## src/rtl/nc_pkg.sv

```systemverilog
// Shared constants and FSM state encoding for the noise-cancelling frame path.
package nc_pkg;

  localparam int NC_DATA_W    = 32;
  localparam int NC_FRAME_LEN = 128;
  localparam int NC_IDX_W     = 7;

  typedef enum logic [3:0] {
    HSEQ_IDLE = 4'd0,
    HSEQ_RD   = 4'd1,
    HSEQ_LAT  = 4'd2,
    HSEQ_FIRE = 4'd3,
    HSEQ_WAIT = 4'd4,
    HSEQ_WR   = 4'd5,
    HSEQ_NEXT = 4'd6,
    HSEQ_DONE = 4'd7,
    HSEQ_ERR  = 4'd8
  } hseq_state_e;

endpackage

```

## src/rtl/hann_frame_sequencer.sv

```systemverilog
// Frame sequencer for the serial Hanning window unit: per sample it reads the source
// buffer, hands the sample to the window unit, and writes the result to the destination.
module hann_frame_sequencer
  import nc_pkg::*;
#(
  parameter int DATA_W    = NC_DATA_W,
  parameter int FRAME_LEN = NC_FRAME_LEN,
  parameter int IDX_W     = NC_IDX_W,
  parameter int TMO_CYC   = 63
) (
  input  logic              clk,
  input  logic              rst_n,
  input  logic              frame_go,
  input  logic              abort,
  output logic              src_rd_en,
  output logic [IDX_W-1:0]  src_addr,
  input  logic [DATA_W-1:0] src_rd_data,
  output logic              win_start,
  output logic [IDX_W-1:0]  win_index,
  output logic [DATA_W-1:0] win_data,
  input  logic              win_ready,
  input  logic [DATA_W-1:0] win_result,
  output logic              dst_wr_en,
  output logic [IDX_W-1:0]  dst_addr,
  output logic [DATA_W-1:0] dst_wr_data,
  output logic              busy,
  output logic              done,
  output logic              err
);

  localparam int TMO_W = $clog2(TMO_CYC + 1);
  localparam logic [IDX_W-1:0] LAST_IDX = IDX_W'(FRAME_LEN - 1);
  // The counter holds the number of WAIT cycles already spent, so the
  // TMO_CYC-th unanswered WAIT cycle is the one that gives up.
  localparam logic [TMO_W-1:0] TMO_LAST = TMO_W'(TMO_CYC - 1);
  localparam logic [TMO_W-1:0] TMO_SAT  = '1;

  hseq_state_e      state_reg, state_next;
  logic [IDX_W-1:0] idx_reg, idx_next;
  logic [TMO_W-1:0] tmo_reg, tmo_next;

  always_comb begin
    state_next = state_reg;
    idx_next   = idx_reg;
    tmo_next   = tmo_reg;
    case (state_reg)
      HSEQ_IDLE: begin
        if (frame_go) begin
          state_next = HSEQ_RD;
          idx_next   = '0;
        end
      end
      HSEQ_RD:   state_next = HSEQ_LAT;
      HSEQ_LAT:  state_next = HSEQ_FIRE;
      HSEQ_FIRE: begin
        state_next = HSEQ_WAIT;
        tmo_next   = '0;
      end
      HSEQ_WAIT: begin
        if (win_ready) begin
          state_next = HSEQ_WR;
        end else if (tmo_reg == TMO_LAST) begin
          state_next = HSEQ_ERR;
        end else if (tmo_reg != TMO_SAT) begin
          tmo_next = tmo_reg + TMO_W'(1);
        end
      end
      HSEQ_WR:   state_next = HSEQ_NEXT;
      HSEQ_NEXT: begin
        if (idx_reg == LAST_IDX) begin
          state_next = HSEQ_DONE;
        end else begin
          state_next = HSEQ_RD;
          idx_next   = idx_reg + IDX_W'(1);
        end
      end
      HSEQ_DONE: state_next = HSEQ_IDLE;
      HSEQ_ERR:  state_next = HSEQ_IDLE;
      default:   state_next = HSEQ_IDLE;
    endcase
    // abort freezes the frame where it is and drops straight back to IDLE
    if (abort) begin
      state_next = HSEQ_IDLE;
      idx_next   = idx_reg;
      tmo_next   = tmo_reg;
    end
  end

  // Outputs are registered from the next state, so each strobe is high exactly
  // for the cycle the FSM spends in the corresponding state.
  always_ff @(posedge clk) begin
    if (!rst_n) begin
      state_reg   <= HSEQ_IDLE;
      idx_reg     <= '0;
      tmo_reg     <= '0;
      src_rd_en   <= 1'b0;
      src_addr    <= '0;
      win_start   <= 1'b0;
      win_data    <= '0;
      dst_wr_en   <= 1'b0;
      dst_addr    <= '0;
      dst_wr_data <= '0;
      busy        <= 1'b0;
      done        <= 1'b0;
      err         <= 1'b0;
    end else begin
      state_reg <= state_next;
      idx_reg   <= idx_next;
      tmo_reg   <= tmo_next;
      src_rd_en <= (state_next == HSEQ_RD);
      win_start <= (state_next == HSEQ_FIRE);
      dst_wr_en <= (state_next == HSEQ_WR);
      done      <= (state_next == HSEQ_DONE);
      err       <= (state_next == HSEQ_ERR);
      busy      <= !(state_next inside {HSEQ_IDLE, HSEQ_DONE, HSEQ_ERR});
      if (state_next == HSEQ_RD) begin
        src_addr <= idx_next;
      end
      if (state_reg == HSEQ_LAT && state_next == HSEQ_FIRE) begin
        win_data <= src_rd_data;
      end
      // Only a ready seen in WAIT can lead to WR, so strays never reach the buffer.
      if (state_next == HSEQ_WR) begin
        dst_addr    <= idx_reg;
        dst_wr_data <= win_result;
      end
    end
  end

  assign win_index = idx_reg;

endmodule
```

## config.mk

```make
export PLATFORM = sky130hd
export DESIGN_NAME = hann_frame_sequencer
export DESIGN_NICKNAME = d
export VERILOG_FILES = /design/src/rtl/nc_pkg.sv /design/src/rtl/hann_frame_sequencer.sv
export SDC_FILE = /design/constraint.sdc
export NUM_CORES = 1
export LEC_CHECK = 0
export ABC_AREA = 1
export BUFFER_PORTS_ARGS = -buffer_cell sky130_fd_sc_hd__buf_2
export CAP_MARGIN = 15
export CORE_MARGIN = 4
export CORE_UTILIZATION = 45
export DETAILED_ROUTE_END_ITERATION = 12
export PLACE_DENSITY = 0.76
export SETUP_SLACK_MARGIN = 0.15
export SLEW_MARGIN = 0
export SYNTH_ARGS = -nofsm -noshare
export SYNTH_HDL_FRONTEND = slang
export SYNTH_SLANG_ARGS = --single-unit
```

## constraint.sdc

```tcl
create_clock -name clk -period 1.65 [get_ports clk]
set_input_delay 0 -clock clk [delete_from_list [all_inputs] [get_ports clk]]
set_output_delay 0 -clock clk [all_outputs]
set_load 0.1 [all_outputs]
```

Word level (Yosys, flattened, before mapping):

Index checks and enable logic that the tools add are counted.

* bits in registers: 101
* output and inout bits: 91
* word-level logic and storage cells: 54

* $add $sub $neg: 2
* equal/unequal tests: 17
* muxes and demuxes: 14
* bitwise gates (word level): 1
* reduce and logical (&&, ||, !) cells: 7

Operator list (count)
* 4-bit one-hot mux with 7 select lines: 1
* 7-bit 2-to-1 mux: 3
* 4-bit by 3-bit == test with 1-bit output (second input constant): 5
* 6-bit 2-to-1 mux: 3
* 4-bit 2-to-1 mux: 4
* 7-bit one-hot mux with 2 select lines: 1
* 4-bit by 2-bit == test with 1-bit output (second input constant): 3
* 6-bit one-hot mux with 2 select lines: 1
* 4-bit by 1-bit == test with 1-bit output (second input constant): 2
* 4-bit zero test: 2
* 7-bit by 1-bit adder with 7-bit output (second input constant): 1
* 7-bit == test (second input constant): 1
* 6-bit by 1-bit adder with 6-bit output (second input constant): 1
* 6-bit == test (second input constant): 1
* 2-bit != test (second input constant): 3
* 6-bit != test (second input constant): 1
* 5-bit AND reduction: 1
* 4-bit == test (second input constant): 1
* 3-bit 2-to-1 mux: 1
* 3-bit nonzero test: 1
* 2-bit nonzero test: 1
* 1-bit logical AND: 1
* 1-bit zero test: 1
* 1-bit inverter: 1

Logic depth before layout (Yosys ltp):

* depth in word-level cells: 8
* depth in mapped cells: 13
* gate-level depth less buffers: 12

Worst setup path before layout:

No wires, ideal clock.

* path kind: flip-flop to flip-flop
* from: register idx_reg[1], in the netlist win_index[1]
* to: register win_data[23]
* library setup time: 0.110 ns
* data arrival time: 2.375 ns
* data required time: 1.540 ns
* slack: -0.835 ns
* cell stages (with the launch flop): 12
* path buffers: 1
* period minus slack after synthesis: 2.485 ns
* path through: dfxtp_1 ha_1 nand3_1 nor2_2 nand2_1 nand3_2 inv_2 nor2_4 buf_2 nand4_1 nand2_1 nor2_1

* word-level cells in the longest chain between the ends: 6

RTL lines
* start: declaration: line hann_frame_sequencer.sv:39 `logic [IDX_W-1:0] idx_reg, idx_next;`
* start signal: assignment: line hann_frame_sequencer.sv:108 `idx_reg <= idx_next;`
* 7-bit == test: line hann_frame_sequencer.sv:70 `if (idx_reg == LAST_IDX) begin`
* 3-bit 2-to-1 mux: line hann_frame_sequencer.sv:70
* 4-bit one-hot mux with 7 select lines: line hann_frame_sequencer.sv:46 `case (state_reg)`
* 4-bit 2-to-1 mux: line hann_frame_sequencer.sv:82 `if (abort) begin`
* 4-bit by 2-bit == test with 1-bit output: line hann_frame_sequencer.sv:119 `if (state_reg == HSEQ_LAT && state_next == HSEQ_FIRE) begin`
* 1-bit logical AND: line hann_frame_sequencer.sv:119
* end signal: assignment: line hann_frame_sequencer.sv:120 `win_data <= src_rd_data;`
* end: declaration: line hann_frame_sequencer.sv:20 `output logic [DATA_W-1:0] win_data,`

No other way between the ends.
A chain may end at the register's enable or synchronous reset.

Worst setup path after layout:

* from: register idx_reg[1], in the netlist win_index[1]
* to: register dst_wr_data[29]

* word-level cells in the longest chain between the ends: 5

RTL lines
* 7-bit == test: line hann_frame_sequencer.sv:70
* 3-bit 2-to-1 mux: line hann_frame_sequencer.sv:70
* 4-bit one-hot mux with 7 select lines: line hann_frame_sequencer.sv:46
* 4-bit 2-to-1 mux: line hann_frame_sequencer.sv:82
* 4-bit by 3-bit == test with 1-bit output: line hann_frame_sequencer.sv:123 `if (state_next == HSEQ_WR) begin`
* end signal: assignment: line hann_frame_sequencer.sv:125 `dst_wr_data <= win_result;`
* end: declaration: line hann_frame_sequencer.sv:25 `output logic [DATA_W-1:0] dst_wr_data,`

No other way between the ends.

==> impl_metrics.toml <==
[status]
status = "complete, but fails checks"
violations = "hold timing, setup timing"

[sta]
post-route-period-util = 1.09
final-hold-violation-count = 1
finalSetupViolCount = 71
rsz0062_at_grt = "true"
final_max_slew_viol_count = 0
fin_skew_ns = 0.0127
whs_ns = -0.0201
fin_crit_ns = 1.79
tns_ns = -3.71
timing.fmax_ghz = 0.558
worst_slack_ns = -0.141
worst_pin_slew_ns = 0.625
maxSlewHeadroom = 0.583

[cts]
clkLatencyLatePin_ns = 0.38
cts-root-buf = "clkbuf_8"
clockBufferDepth = 2
cts_tree = "built"
cts-htree-levels = 3
numCtsBuffers = 9
clkTransAtPathRegs_ns = 0.11
cts_sinks = 101

[synth]
synth_compound_area_frac = 0.0827
ys_warn_count = 0
synth_mux_area_frac = 0
synthTopCellsByArea = "dfxtp_1 (44%), nand2_1 (13%), inv_1 (9.2%)"
ys_async_sr_fraction = 0
synth_nets = 736
synth_edf_count = 0
synth_cells = 664
syn_area_um2 = 4560
synth_top_family_by_area = "simple AND/OR/NAND/NOR gates"
yosys.area.top_type = "dfxtp_1"
synth_fa_ha_area_frac = 0.00824
syn_avg_cell_area_um2 = 6.86
ys_seq_elements = 101
yosys.area_share.xor_xnor = 0.00769
yosysUniqueCellTypes = 30
yosysSeqAreaShare = 0.444
synth-simple-area-share = 0.321
yosys_most_used_dff = "dfxtp_1"
synth_top_area_share = 0.444

[setup_path]
path_cells = "ha_4 -> nand3_4 -> nor2_4 -> nand2_2 -> nand2_2 -> nor2_4 -> a21oi_4 -> buf_12 -> clkbuf_16 -> nand3_1 -> a21oi_1"
slowest_delay_ns = 0.37
crit_type = "reg2reg"
cp-start-kind = "flip-flop"
path_max_fanout = 7
cpMaxStageDelayCell = "dfxtp_4"
cp_top_family = "simple AND/OR/NAND/NOR gates"
crit_buf_inv = 2
end_kind = "flip-flop"
crit_required_ns = 1.95
crit_arrival_ns = 2.09

[power]
power_density_nw_per_um2 = 681
leakage_nw = 3.52
ir_drop_mv = 0.681
total_power_w = 0.00512

[floorplan]
die_h_um = 109
die_area_um2 = 11800
core.rowCount = 36
coreArea_um2 = 9820
initial_core_util = 0.464
ios = 160
die_w_um = 109

[layout]
final_core_util = 0.765
reg_top3 = "dst_wr_data (32), win_data (32)"
mostFrequentLayoutCells = "buf_2 (159), nand2_1 (124), inv_1 (107), dfxtp_1 (88), dlygate4sd3_1 (63)"
regArea_um2 = 2060
stdcell_area_um2 = 7510
synthToLayoutAreaGrowth_pct = 64.9
fin_nets = 995
final_common_cell = "buf_2"
multi_input_area_um2 = 2450
drive_above_1_share = 0.395
nFillCells = 662

[placement]
placed_cell_area_um2 = 5850
gp_congestion = 0.902
hpwlAfterDp_um = 9260
port_buffers = 159

[global_routing]
grt_pass1_wl_um = 23400
grt_pass1_vias = 5101
grt-ovfl-total = 0
antenna_found_initial = 1
grt_max_degree = 41
gr-usage-all-layers = 0.245

[detailed_routing]
firstDrtPassIters = 4
wl_met1_um = 6370
viasPerCell = 5.19
drc = 0
highest_layer = "met4"
vias = 5519
detail_route.wl_per_cell_um = 16.5
routed_wl_um = 17500
drt_iter0_markers = 409
ant_nets = 0
dr_wl_met3_um = 1200
met2_length_um = 9010

[flow_run]
drv_cap = 0

[hold_path]
min_path_type = "in2reg"
area by class of cell:
type                    instances  share of cell area
flip-flops and latches        101               0.274
inverters                     119              0.0598
clock buffers                   9              0.0165
diodes                          2            0.000666
clock inverters                 7              0.0122
multi-input cells             409               0.326
repair buffers                282               0.289
repair inverters                1            0.000999
well taps                     133              0.0221
metrics by stage:
step	cells	setup WS [ns]
after floorplan	664	-0.176
after global placement	960	-0.0417
after detailed placement	960	-0.0852
after CTS	1039	-0.0655
after global routing	1062	-0.218
final	1063	-0.141
report_power, final:
group / internal [W] / leakage [nW] / switching, W / total, W
Sequential: 0.00247 / 0.825 / 0.0000243 / 0.00249
Clock: 0.000742 / 0.107 / 0.000955 / 0.00170
Combinational: 0.000313 / 2.58 / 0.000615 / 0.000928
Total: 0.00352 / 3.52 / 0.00159 / 0.00512
logic make-up after synthesis:
group / after synthesis
compound gates: 73
simple gates: 329
xor+xnor: 4
flops: 101
fa+ha+maj: 3
buf+inv: 154
final timing paths:
path / from / to / slack [ns] / cells after the start
max: win_index[1] / dst_wr_data[29] / -0.14 / 11
min: src_rd_data[20] / win_data[20] / -0.02 / 5
max reg2reg: win_index[1] / dst_wr_data[29] / -0.14 / 11
min reg2reg: dst_wr_data[31] / dst_wr_data[31] / 0.47 / 2
per-layer routing:
metal  up-vias  global-route usage
met3        85              0.0557
li1       2608                   -
met5         -                   0
met2       267               0.456
met1      2559               0.258
met4         0               0.119
tightest hold or removal path: stages:
cell	delay [ns]
buf_2	0.10
inv_1	0.04
nand4_1	0.08
nand2_1	0.06
nor2_1	0.04
what timing repair did:
item / 4_1_cts / 5_1_grt
hold endpoints to repair: 63 / 0
resized for setup: 20 / 107
hold buffers: 63 / 0
setup endpoints to repair: 93 / 94
pin swaps: 24 / 31
buffers inserted: 0 / 11
gates cloned: 0 / 11
Yosys cell counts, drive strengths merged (2+ instances only):
| library cell | number |
|---|---|
| inv | 118 |
| o21ai | 12 |
| nand4 | 37 |
| xnor2 | 3 |
| nor2 | 72 |
| buf | 22 |
| clkbuf | 13 |
| nand2 | 154 |
| ha | 3 |
| nor3 | 2 |
| dfxtp | 101 |
| nand3 | 63 |
| a21oi | 58 |
No activity file was read; power rests on OpenSTA's default activity.
